<file path="src/rtl/fence_sequencer_pkg.sv">
// fence_sequencer_pkg: fence request types, sequencer states and drain routing helper.
package fence_sequencer_pkg;
  typedef enum logic [1:0] {
    FT_FENCE        = 2'd0,
    FT_FENCE_I      = 2'd1,
    FT_SFENCE_VMA   = 2'd2,
    FT_FLUSH_DCACHE = 2'd3
  } fence_type_e;
  typedef enum logic [2:0] {
    S_IDLE,
    S_DRAIN,
    S_DFLUSH,
    S_IFLUSH,
    S_TLBFLUSH,
    S_DONE
  } fence_seq_state_e;
  function automatic fence_seq_state_e drain_next(input fence_type_e t);
    return t == FT_SFENCE_VMA ? S_TLBFLUSH : S_DFLUSH;
  endfunction
endpackage

</file>
<file path="src/rtl/fence_seq_timer.sv">
// fence_seq_timer: saturating up-counter with synchronous clear, enable and terminal-count flag.
module fence_seq_timer #(
  parameter int unsigned    W   = 8,
  parameter logic [W-1:0]   MAX = '1
) (
  input  logic         clk_i,
  input  logic         rst_i,
  input  logic         clr_i,
  input  logic         en_i,
  output logic [W-1:0] count_o,
  output logic         tc_o
);
  logic [W-1:0] count_d, count_q;
  assign tc_o    = count_q == MAX;
  assign count_o = count_q;
  always_comb count_d = clr_i ? '0 : (en_i && !tc_o) ? count_q + 1'b1 : count_q;
  always_ff @(posedge clk_i) count_q <= rst_i ? '0 : count_d;
endmodule

</file>
<file path="src/rtl/fence_sequencer.sv">
// fence_sequencer: sequences drain, D$ flush, I$/TLB flush and pipeline flush for retired fences.
// Optional busy-cycle counter on perf_cycles_o when FENCE_SEQ_PERF_EN is defined.
module fence_sequencer
  import fence_sequencer_pkg::*;
#(
  parameter int unsigned DRAIN_TIMEOUT = 1024,
  parameter int unsigned CNT_W         = $clog2(DRAIN_TIMEOUT + 1)
) (
  input  logic        clk_i,
  input  logic        rst_i,
  input  logic        req_valid_i,
  input  logic [1:0]  req_type_i,
  output logic        req_ready_o,
  input  logic        halt_i,
  input  logic        no_st_pending_i,
  output logic        dcache_flush_o,
  input  logic        dcache_flush_ack_i,
  output logic        icache_flush_o,
  output logic        tlb_flush_o,
  output logic        flush_pipeline_o,
  output logic        done_o,
  output logic        busy_o,
  output logic        timeout_o,
  output logic [31:0] perf_cycles_o
);
  fence_seq_state_e state_d, state_q;
  fence_type_e      type_d, type_q;
  logic             timeout_d, timeout_q;
  logic [CNT_W-1:0] cnt;
  logic             cnt_tc, accept, drain_wait;
  assign req_ready_o      = state_q == S_IDLE && !halt_i;
  assign accept           = req_ready_o && req_valid_i;
  assign drain_wait       = state_q == S_DRAIN && !no_st_pending_i;
  assign dcache_flush_o   = state_q == S_DFLUSH;
  assign icache_flush_o   = state_q == S_IFLUSH;
  assign tlb_flush_o      = state_q == S_TLBFLUSH;
  assign done_o           = state_q == S_DONE;
  assign flush_pipeline_o = state_q == S_DONE;
  assign busy_o           = state_q != S_IDLE;
  assign timeout_o        = timeout_q;
  fence_seq_timer #(.W(CNT_W), .MAX(CNT_W'(DRAIN_TIMEOUT))) u_drain (
    .clk_i, .rst_i, .clr_i(accept), .en_i(drain_wait), .count_o(cnt), .tc_o(cnt_tc)
  );
  always_comb begin
    state_d   = state_q;
    type_d    = accept ? fence_type_e'(req_type_i) : type_q;
    // flag is visible in the cycle the counter holds DRAIN_TIMEOUT-1
    timeout_d = accept ? 1'b0
              : timeout_q | cnt_tc | (drain_wait && cnt == CNT_W'(DRAIN_TIMEOUT - 2));
    case (state_q)
      S_IDLE:     state_d = accept ? S_DRAIN : S_IDLE;
      S_DRAIN:    state_d = no_st_pending_i ? drain_next(type_q) : S_DRAIN;
      S_DFLUSH:   state_d = !dcache_flush_ack_i ? S_DFLUSH : type_q == FT_FENCE_I ? S_IFLUSH : S_DONE;
      S_IFLUSH,
      S_TLBFLUSH: state_d = S_DONE;
      default:    state_d = S_IDLE;
    endcase
  end
  always_ff @(posedge clk_i) begin
    if (rst_i) begin
      state_q   <= S_IDLE;
      type_q    <= FT_FENCE;
      timeout_q <= 1'b0;
    end else begin
      state_q   <= state_d;
      type_q    <= type_d;
      timeout_q <= timeout_d;
    end
  end
`ifdef FENCE_SEQ_PERF_EN
  logic [31:0] perf_cnt;
  logic        perf_tc;
  fence_seq_timer #(.W(32)) u_perf (
    .clk_i, .rst_i, .clr_i(1'b0), .en_i(busy_o), .count_o(perf_cnt), .tc_o(perf_tc)
  );
  assign perf_cycles_o = perf_cnt | {32{perf_tc}};
`else
  assign perf_cycles_o = '0;
`endif
endmodule

</file>
<file path="config.mk">
export PLATFORM = sky130hd
export DESIGN_NAME = fence_sequencer
export DESIGN_NICKNAME = d
export VERILOG_FILES = /design/src/rtl/fence_sequencer_pkg.sv /design/src/rtl/fence_seq_timer.sv /design/src/rtl/fence_sequencer.sv
export SDC_FILE = /design/constraint.sdc
export NUM_CORES = 1
export LEC_CHECK = 0
export ABC_CLOCK_PERIOD_IN_PS = 2660
export BUFFER_PORTS_ARGS = -buffer_cell sky130_fd_sc_hd__buf_2
export CORE_MARGIN = 2
export CORE_UTILIZATION = 52
export DETAILED_ROUTE_END_ITERATION = 8
export PLACE_DENSITY = 0.84
export SETUP_SLACK_MARGIN = 0.3
export SLEW_MARGIN = 20
export SYNTH_ARGS = -nofsm -noshare
export SYNTH_HDL_FRONTEND = slang
export SYNTH_HIERARCHICAL = 1
export SYNTH_SLANG_ARGS = --single-unit
</file>
<file path="constraint.sdc">
create_clock -name clk_i -period 2.66 [get_ports clk_i]
set_input_delay 0.399 -clock clk_i [delete_from_list [all_inputs] [get_ports clk_i]]
set_output_delay 0.399 -clock clk_i [all_outputs]
set_load 0.03 [all_outputs]
</file>
# Yosys cells after proc, flatten, opt, wreduce, memory -nomap -nowiden
# Index checks and enable logic that the tools add are counted.
classes:
  mux: 6
  n_addsub: 1
  bitwise: 2
  n_eq_ne: 9
  reduce_logical: 12
ops:
  columns: ["cell", "n"]
  rows:
  - ["two-way mux 3 bit", 4]
  - ["case mux 3 bit (4 select lines)", 1]
  - ["adder 11 x 1 -> 11 bit, second input constant", 1]
  - ["equality test 11 x 10 -> 1 bit, second input constant", 1]
  - ["equality test 11 bit, second input constant", 1]
  - ["equality test 3 x 2 -> 1 bit, second input constant", 2]
  - ["equality test 3 bit, second input constant", 2]
  - ["logical AND 1 bit", 5]
  - ["OR reduction 2 bit", 2]
  - ["equality test 3 x 1 -> 1 bit, second input constant", 1]
  - ["zero test 1 bit", 3]
  - ["zero test 3 bit", 1]
  - ["nonzero test 3 bit", 1]
  - ["equality test 2 x 1 -> 1 bit, second input constant", 1]
  - ["equality test 2 bit, second input constant", 1]
  - ["bitwise OR 1 bit", 2]
  - ["two-way mux 1 bit", 1]
word_totals:
  word_cells: 34
  inputBits: 8
  reg_bits: 17
  output_inout_bits: 40

# Logic depth before layout (Yosys ltp)
# Gate-level depths: netlist of run 1.
logic_depth:
  ltp_word: 5
  mapped_depth: 7

# Modules after synthesis
# The synthesis of run 1 kept the hierarchy.
by_module_without_submodules:
  columns: ["module", "area_per_inst_um2", "cells_each", "instances"]
  rows:
  - ["fence_sequencer", 670.6, 79, 1]
  - ["fence_seq_timer", 611.8, 71, 1]

# Worst setup path after synthesis of run 1
# No wires, ideal clock.
synth_timing:
  path_type: "register -> register"
  start: "reg state_q[2]"
  end: "reg u_drain.count_q[2], in the netlist u_drain/count_o[2]"
  path_stages_with_launch: 8
  synth_period_minus_slack_ps: 2048
  setup_time_ps: 126
  n_path_buf: 2
  arrival_time_ps: 1922
  path_slack_ps: 612
  cell_sequence: "dfxtp_1 > nor4_2 > and2_1 > buf_4 > or2_2 > clkbuf_1 > or3_1 > o21ai_0"
synth_via:
  elab_chain_cells: 4
synth_rtl:
  columns: ["element", "line", "rtl"]
  rows:
  - ["from (decl)", "fence_sequencer.sv:26", "fence_seq_state_e state_d, state_q;"]
  - ["from (signal assigned)", "fence_sequencer.sv:65", "state_q <= state_d;"]
  - ["zero test 3 bit", "fence_sequencer.sv:31", "assign req_ready_o = state_q == S_IDLE && !halt_i;"]
  - ["logical AND 1 bit", "fence_sequencer.sv:31", null]
  - ["net req_ready_o", "fence_sequencer.sv:13", "output logic req_ready_o,"]
  - ["logical AND 1 bit", "fence_sequencer.sv:32", "assign accept = req_ready_o && req_valid_i;"]
  - ["net accept", "fence_sequencer.sv:30", "logic cnt_tc, accept, drain_wait;"]
  - ["OR reduction 2 bit (no source line)", null, null]
  - ["to (signal assigned)", "fence_seq_timer.sv:17", "always_ff @(posedge clk_i) count_q <= rst_i ? '0 : count_d;"]
  - ["to (decl)", "fence_seq_timer.sv:13", "logic [W-1:0] count_d, count_q;"]
# The timed path passes the listed nets, and every way through them passes these cells.
# A chain may end at the register's enable or synchronous reset.

# Worst setup path in the final report of run 1
layout_timing:
  start: "reg state_q[0]"
  end: "reg u_drain.count_q[8], in the netlist u_drain/count_o[8]"
layout_lines:
  columns: ["element", "line", "rtl"]
  rows:
  - ["equality test 3 x 1 -> 1 bit", "fence_sequencer.sv:33", "assign drain_wait = state_q == S_DRAIN && !no_st_pending_i;"]
  - ["logical AND 1 bit", "fence_sequencer.sv:33", null]
  - ["net drain_wait", "fence_sequencer.sv:30", null]
  - ["logical AND 1 bit", "fence_seq_timer.sv:16", "always_comb count_d = clr_i ? '0 : (en_i && !tc_o) ? count_q + 1'b1 : count_q;"]
# The timed path passes the listed nets, and every way through them passes these cells.

==> flow_summary.json, run 1 <==
{
  "outcome": "complete, no violations",
  "routed_wl_mm": 2.26,
  "synth-seq-cells": 17,
  "num_antenna_cells": 0,
  "dieArea_um2": 2880,
  "crit_type": "reg2reg",
  "grt_pass1_wl_mm": 3.54,
  "crit_fanout": 12,
  "gp_congestion": 0.835,
  "drive_gt1_frac": 0.194,
  "cts_hold_buffers": 0,
  "clockBufferDepth": 2,
  "ys_top_cells_by_count": "buf_4, dfxtp_1, a21oi_1, o21ai_0",
  "initial_core_util": 0.563,
  "fin_crit_ns": 2.06,
  "portBuffers": 15,
  "cp.required_ns": 2.89,
  "final_cells": 193,
  "via_per_inst": 5.43,
  "cts_tree": "done",
  "synth_top_area_cell": "dfxtp_1",
  "die_h_um": 53.7,
  "path_clk_slew_ns": 0.09,
  "grt_antenna_before_repair": 0,
  "crit_chain": "nor4b_4 > buf_4 > nand3_1 > or4_1 > a21oi_1",
  "synth_edf_count": 0,
  "synth.avg_cell_area_um2": 8.55,
  "async_flop_share": 0,
  "vias": 1048,
  "clock_latency_ns": 0.29,
  "coreArea_um2": 2280,
  "multiInputGateArea_um2": 752,
  "finalPower_uw": 545,
  "syn-instance-count": 150,
  "num-fill-cells": 205,
  "gr-total-overflow": 0,
  "rows": 17,
  "fmax_mhz": 486,
  "synth_cell_types": 45,
  "area_growth_pct": -0.292,
  "root_buffer": "clkbuf_4",
  "grt_pass1_vias": 824,
  "final_max_slew_viol_count": 0,
  "final_antenna_net_count": 0,
  "nNetsFinal": 176,
  "max_stage_delay_ns": 0.55,
  "htreeDepth": 1,
  "clock_sinks": 17,
  "cp_slowest_cell": "dfxtp_1",
  "fin_ws_ns": 0.602,
  "hpwlAfterDp_mm": 1.71,
  "synthesis.area_um2": 1280,
  "skew_ns": 0.00393,
  "hp-class": "in2reg",
  "synth.area.top_cells": "dfxtp_1, buf_4, a21oi_1",
  "wire_per_inst_um": 11.7,
  "ios": 48,
  "cts_buffers": 3,
  "fin_util": 0.562,
  "synthFlopType": "dfxtp_1",
  "grt_start_max_net_pins": 15,
  "drc_errors": 0,
  "max-vdd-ir-drop_mv": 0.344,
  "finalSetupTns_ns": 0,
  "yosysSeqAreaShare": 0.265,
  "endpoint_kind": "flip-flop",
  "hold_viol_final": 0,
  "place_inst": 185,
  "min_period_over_period": 0.774,
  "maxCapViolCount": 0,
  "synth_top_area_frac": 0.265,
  "die_w_um": 53.7,
  "ys_warn_count": 6,
  "pre_cts_ws_ns": 0.486,
  "power_density_nw_per_um2": 427,
  "firstDrtPassIters": 4,
  "grt_use_total": 0.171,
  "drtIter0Drc": 26,
  "seq_area_um2": 340,
  "power.leakage_nw": 0.526,
  "arrival_ns": 2.29,
  "startpoint_type": "flip-flop",
  "rsz0062_at_grt": "no",
  "setup_viol": 0,
  "yosysMostFrequentCell": "buf_4"
}
-- layout make-up --
| cell class | instances | area share |
|---|---|---|
| Clock inverter | 1 | 0.00391 |
| Clock buffer | 3 | 0.0176 |
| Multi-Input combinational cell | 120 | 0.588 |
| Inverter | 5 | 0.0147 |
| Tap cell | 28 | 0.0274 |
| Sequential cell | 17 | 0.266 |
| Timing Repair Buffer | 19 | 0.0822 |
-- sequential cells by signal, summed over array words and instances (netlist names) --
name	count
u_drain/count_o	11
state_q	3
type_q	2
timeout_o	1
-- report_power, final --
| group | internal [mW] | total, mW | switching, mW |
|---|---|---|---|
| Combinational | 0.0329 | 0.138 | 0.105 |
| Clock | 0.0560 | 0.134 | 0.0781 |
| Sequential | 0.260 | 0.273 | 0.0131 |
-- final timing paths --
check             slack [ns]  cells past startpoint          start            endpoint
setup reg to reg        0.60                      5     state_q[0]  u_drain/count_o[8]
setup / recovery        0.60                      5     state_q[0]  u_drain/count_o[8]
hold / removal          0.37                      3  req_type_i[0]           type_q[0]
hold reg to reg         0.51                      2      timeout_o           timeout_o
-- worst max-delay path, delay by kind of cell (launching register included) --
kind / cells / cell delay (ns)
AND/OR/NAND/NOR: 3 / 1.09
flip-flops: 1 / 0.55
buffers and inverters: 1 / 0.19
AO/OA/AOI/OAI: 1 / 0.15
-- placed cells by master (no fill, tap or decap), types with 2 or more instances in the layout --
cell	count
nand4_1	5
o21a_1	3
nand4b_1	2
nor4b_1	3
nand3_1	5
o21ai_0	6
clkbuf_4	3
conb_1	32
or3b_2	2
ha_1	2
or3_1	5
buf_4	4
buf_2	15
nor3b_1	2
nand2b_1	2
and4b_1	2
inv_1	5
o31ai_1	3
or4_1	4
xor2_1	2
nand2_1	3
nor3_1	2
a21oi_1	10
nor2_1	5
o31a_1	2
dfxtp_1	17
-- routing by layer --
metal  vias up  GRT usage  routed length, µm
met3         2     0.0583                159
met5         -          0                  0
met1       494      0.189                949
met4         0     0.0769                 25
met2        37      0.293               1120
li1        515          -                  -
-- metrics by stage --
| stage | area, µm² | hold WS, ns |
|---|---|---|
| floorplan | 1400 | 0.465 |
| global placement | 1220 | 0.491 |
| detailed placement | 1220 | 0.505 |
| CTS | 1250 | 0.364 |
| global route | 1280 | 0.364 |
| finish | 1280 | 0.372 |
-- cell families (layout without fill, tap and decap cells) --
logic type	count (synthesis)	after routing	share of synthesized area
AO/OA/AOI/OAI	29	29	0.148
XOR/XNOR	2	2	0.0137
adder cells (fa/ha/maj)	2	2	0.0195
buffers and inverters	44	28	0.239
flip-flops	17	17	0.265
other	1	32	0.00292
AND/OR/NAND/NOR	55	55	0.311
-- timing repair --
item	4_1_cts	5_1_grt
gates resized for setup	0	0
endpoints found under the setup margin	0	1
buffers inserted	0	4
(Power assumes the default switching activity.)
==> inputs of run 2 (changes only) <==
--- a/config.mk
+++ b/config.mk
@@ -5,12 +5,12 @@
 export SDC_FILE = /design/constraint.sdc
 export NUM_CORES = 1
 export LEC_CHECK = 0
-export ABC_CLOCK_PERIOD_IN_PS = 2660
+export ABC_CLOCK_PERIOD_IN_PS = 2000
 export BUFFER_PORTS_ARGS = -buffer_cell sky130_fd_sc_hd__buf_2
 export CORE_MARGIN = 2
-export CORE_UTILIZATION = 52
+export CORE_UTILIZATION = 49
 export DETAILED_ROUTE_END_ITERATION = 8
-export PLACE_DENSITY = 0.84
+export PLACE_DENSITY = 0.8
 export SETUP_SLACK_MARGIN = 0.3
 export SLEW_MARGIN = 20
 export SYNTH_ARGS = -nofsm -noshare
==> constraint.sdc (replaced) <==
create_clock -name clk_i -period 2 [get_ports clk_i]
set_input_delay 0.3 -clock clk_i [delete_from_list [all_inputs] [get_ports clk_i]]
set_output_delay 0.3 -clock clk_i [all_outputs]
set_load 0.03 [all_outputs]
==> flow_summary.json, run 2 (synthesized netlist as in run 1, its figures left out) <==
{
  "outcome": "complete, no violations",
  "grt_antenna_before_repair": 0,
  "gr-total-overflow": 0,
  "grt_pass1_wl_mm": 3.66,
  "finalPower_uw": 756,
  "pre_cts_ws_ns": 0.221,
  "vias": 1107,
  "clock_latency_ns": 0.29,
  "htreeDepth": 1,
  "hold_depth": 3,
  "worstRegToRegCells": 5,
  "area_growth_pct": 5.95,
  "final_antenna_net_count": 0,
  "grt_start_max_net_pins": 15,
  "arrival_ns": 1.89,
  "fin_crit_ns": 1.66,
  "endpoint_kind": "flip-flop",
  "gp_congestion": 0.800,
  "initial_core_util": 0.518,
  "firstDrtPassIters": 4,
  "root_buffer": "clkbuf_4",
  "grt_use_total": 0.172,
  "maxCapViolCount": 0,
  "ios": 48,
  "final_max_slew_viol_count": 0,
  "grt_pass1_vias": 887,
  "clock_sinks": 17,
  "coreArea_um2": 2480,
  "skew_ns": 0.00588,
  "startpoint_type": "flip-flop",
  "place_inst": 190,
  "clockBufferDepth": 2,
  "die_w_um": 55.2,
  "cts_tree": "done",
  "hold_viol_final": 0,
  "wire_per_inst_um": 12.8,
  "num_antenna_cells": 0,
  "via_per_inst": 5.56,
  "crit_type": "reg2reg",
  "fmax_mhz": 602,
  "num-fill-cells": 238,
  "power.leakage_nw": 0.554,
  "min_period_over_period": 0.831,
  "hp-class": "in2reg",
  "fin_ws_ns": 0.339,
  "nNetsFinal": 180,
  "largest_register_ff_count": 11,
  "portBuffers": 15,
  "drc_errors": 0,
  "final_cell_mix": "conb_1, dfxtp_1, buf_2",
  "drtIter0Drc": 34,
  "crit_fanout": 7,
  "path_clk_slew_ns": 0.10,
  "finalSetupTns_ns": 0,
  "stdcell_area_um2": 1360,
  "drive_gt1_frac": 0.249,
  "die_h_um": 55.2,
  "power_density_nw_per_um2": 556,
  "cts_buffers": 3,
  "rsz0062_at_grt": "yes",
  "max-vdd-ir-drop_mv": 0.450,
  "rows": 18,
  "placed_cell_area_um2": 1260,
  "cp.required_ns": 2.23,
  "dieArea_um2": 3040,
  "setup_viol": 0,
  "mostFrequentLayoutCell": "conb_1",
  "final_cells": 199,
  "routed_wl_mm": 2.55,
  "hpwlAfterDp_mm": 1.80
}
[run 2: cell count changes in the layout (fill, tap and decap cells not counted), sizes merged]
cell and delta:
buf +4, clkinv -1, clkbuf +1
[run 2: where the power goes]
group	switching (mW)	leakage, nW	total [mW]	internal, mW
clock network	0.105	0.0150	0.182	0.0775
registers	0.0127	0.140	0.358	0.346
logic	0.153	0.399	0.215	0.0626
[run 2: metrics by stage]
stage / hold WS (ns) / utilization
6_report: 0.279 / 0.548
5_1_grt: 0.288 / 0.548
4_1_cts: 0.275 / 0.533
3_5_place_dp: 0.495 / 0.508
3_3_place_gp: 0.494 / 0.508
2_1_floorplan: 0.361 / -
[run 2: timing repair]
action | CTS | global route
resized for setup | 3 | 11
buffers inserted | 4 | 1
pin swaps | 0 | 1
hold buffers | 0 | 0
setup endpoints to repair | 7 | 8
[run 2: critical path, cell delays in order, from the launching register on]
cell and delay (ns):
dfxtp_4 0.38, nor4b_4 0.34, nand4_1 0.15, buf_4 0.18, or4_1 0.40, a21oi_1 0.13
[run 2: final timing paths]
path                                     from            endpoint  slack, ns
worst max-delay path               state_q[2]  u_drain/count_o[9]       0.34
worst min-delay path            req_type_i[1]           type_q[1]       0.28
worst max register to register     state_q[2]  u_drain/count_o[9]       0.34
worst min register to register      type_q[1]           type_q[1]       0.51
[run 2: layer usage]
| metal | wire (µm) | track usage |
|---|---|---|
| met1 | 1020 | 0.182 |
| met2 | 1320 | 0.319 |
| met3 | 196 | 0.0484 |
| met4 | 17 | 0.0650 |
| met5 | 0 | 0 |
[run 2: final cells by class]
type / instances / area [µm²] / share of cell area
flip-flops and latches: 17 / 352 / 0.259
well taps: 30 / 37.5 / 0.0276
multi-input cells: 120 / 777 / 0.572
inverters: 5 / 18.8 / 0.0138
repair buffers: 23 / 148 / 0.109
clock buffers: 4 / 26.3 / 0.0193
==> inputs of run 3 (changes only) <==
--- a/config.mk
+++ b/config.mk
@@ -5,12 +5,12 @@
 export SDC_FILE = /design/constraint.sdc
 export NUM_CORES = 1
 export LEC_CHECK = 0
-export ABC_CLOCK_PERIOD_IN_PS = 2000
+export ABC_CLOCK_PERIOD_IN_PS = 1340
 export BUFFER_PORTS_ARGS = -buffer_cell sky130_fd_sc_hd__buf_2
 export CORE_MARGIN = 2
-export CORE_UTILIZATION = 49
+export CORE_UTILIZATION = 44
 export DETAILED_ROUTE_END_ITERATION = 8
-export PLACE_DENSITY = 0.8
+export PLACE_DENSITY = 0.76
 export SETUP_SLACK_MARGIN = 0.3
 export SLEW_MARGIN = 20
 export SYNTH_ARGS = -nofsm -noshare
==> constraint.sdc (replaced) <==
create_clock -name clk_i -period 1.34 [get_ports clk_i]
set_input_delay 0.201 -clock clk_i [delete_from_list [all_inputs] [get_ports clk_i]]
set_output_delay 0.201 -clock clk_i [all_outputs]
set_load 0.03 [all_outputs]
==> flow_summary.json, run 3 (synthesized netlist as in run 1, its figures left out) <==
{
  "num-fill-cells": 217,
  "largest_register_ff_count": 11,
  "final_antenna_net_count": 0,
  "drtIter0Drc": 81,
  "initial_core_util": 0.465,
  "switchingPower_uw": 458,
  "die_w_um": 58.0,
  "clockBufferDepth": 2,
  "fin_util": 0.667,
  "min_period_over_period": 1.27,
  "maxCapViolCount": 0,
  "combinationalPowerShare": 0.351,
  "endpoint_kind": "flip-flop",
  "reg2reg_setup_slack_ns": -0.36,
  "path_clk_slew_ns": 0.11,
  "finalPower_mw": 1.26,
  "p_int_uw": 805,
  "power.leakage_nw": 0.792,
  "grt_start_max_net_pins": 11,
  "r2r-end": "u_drain/count_o[8]",
  "drive_gt1_frac": 0.502,
  "skew_ns": 0.00998,
  "crit_type": "reg2reg",
  "drc_errors": 0,
  "clock_sinks": 17,
  "rows": 19,
  "vias": 1262,
  "crit_path_start": "state_q[1]",
  "pwr-share-seq": 0.423,
  "worstRegToRegCells": 5,
  "ios": 48,
  "clkPwrFrac": 0.225,
  "power_density_nw_per_um2": 687,
  "grt_use_total": 0.199,
  "failed_checks": "setup timing",
  "setup_viol": 19,
  "dieArea_um2": 3360,
  "coreArea_um2": 2760,
  "final_cell_mix": "buf_4, conb_1, buf_6",
  "crit_fanout": 4,
  "placed_cell_area_um2": 1490,
  "grt_pass1_vias": 1248,
  "area_growth_pct": 43.4,
  "die_h_um": 58.0,
  "max-vdd-ir-drop_mv": 0.621,
  "nNetsFinal": 220,
  "fin_ws_ns": -0.357,
  "endpoint": "u_drain/count_o[8]",
  "arrival_ns": 1.94,
  "htreeDepth": 1,
  "r2r_start": "state_q[1]",
  "portBuffers": 15,
  "hold_viol_final": 0,
  "root_buffer": "clkbuf_4",
  "hp-class": "in2reg",
  "finalSetupTns_ns": -3.89,
  "grt_antenna_before_repair": 0,
  "cp.required_ns": 1.58,
  "fin_crit_ns": 1.70,
  "hpwlAfterDp_mm": 2.28,
  "final_max_slew_viol_count": 0,
  "cts_buffers": 3,
  "gp_congestion": 0.850,
  "hold_ws_ns": 0.166,
  "num_antenna_cells": 0,
  "firstDrtPassIters": 4,
  "cts_tree": "done",
  "via_per_inst": 5.26,
  "clock_latency_ns": 0.30,
  "startpoint_type": "flip-flop",
  "stdcell_area_um2": 1840,
  "rsz0062_at_grt": "yes",
  "gr-total-overflow": 0,
  "fmax_mhz": 589,
  "multiInputGateArea_um2": 871,
  "grt_pass1_wl_mm": 5.29,
  "routed_wl_mm": 3.44,
  "min-delay-start": "req_type_i[1]",
  "outcome": "complete, but fails checks",
  "seq_area_um2": 357,
  "switching_share": 0.363,
  "wire_per_inst_um": 14.3,
  "mostFrequentLayoutCell": "buf_4"
}
-- run 3: per-layer routing --
| metal | global-route usage | routed length [µm] |
|---|---|---|
| met1 | 0.227 | 1350 |
| met2 | 0.364 | 1890 |
| met3 | 0.0379 | 151 |
| met4 | 0.0797 | 46 |
| met5 | 0 | 0 |
-- run 3: per-stage QoR --
step / cells / setup slack (ns)
final: 240 / -0.357
after CTS: 233 / -0.275
after global placement: 220 / -0.223
after floorplan: 181 / -0.335
after global routing: 240 / -0.390
after detailed placement: 220 / -0.276
-- run 3: cell type report --
type / count / area share
clock buffer: 3 / 0.0122
clock inverter: 1 / 0.00272
inverter: 5 / 0.0116
multi-input combinational: 120 / 0.473
sequential: 17 / 0.194
tap: 31 / 0.0211
timing repair buffer: 63 / 0.285
-- run 3: power by group through the flow --
stage	clock network [mW]	registers, mW	logic (mW)
global route	0.327	0.536	0.469
detailed placement	0	0.547	0.329
CTS	0.300	0.533	0.374
finish	0.285	0.535	0.444
floorplan	0	0.541	0.335
global placement	0	0.545	0.323
-- run 3: repair_timing --
action / CTS / global route
gates cloned: 0 / 0
setup endpoints to repair: 25 / 25
hold buffers: 0 / 0
pin swaps: 19 / 16
resized for setup: 30 / 27
buffers inserted: 9 / 7
-- run 3: worst min-delay path by stage --
stage	endpoint	slack [ns]	depth (start not counted)
3_3_place_gp	type_q[1]	0.46	3
6_report	type_q[1]	0.17	3
5_1_grt	type_q[0]	0.16	3
4_1_cts	type_q[1]	0.16	3
3_5_place_dp	type_q[1]	0.48	3
2_1_floorplan	state_q[2]	0.26	1
-- run 3: critical path, cell delays in order, from the launching register on --
cell,delay [ns]
dfxtp_4,0.39
nor4b_4,0.34
buf_4,0.18
nand3_2,0.10
or4_4,0.50
a21oi_2,0.13
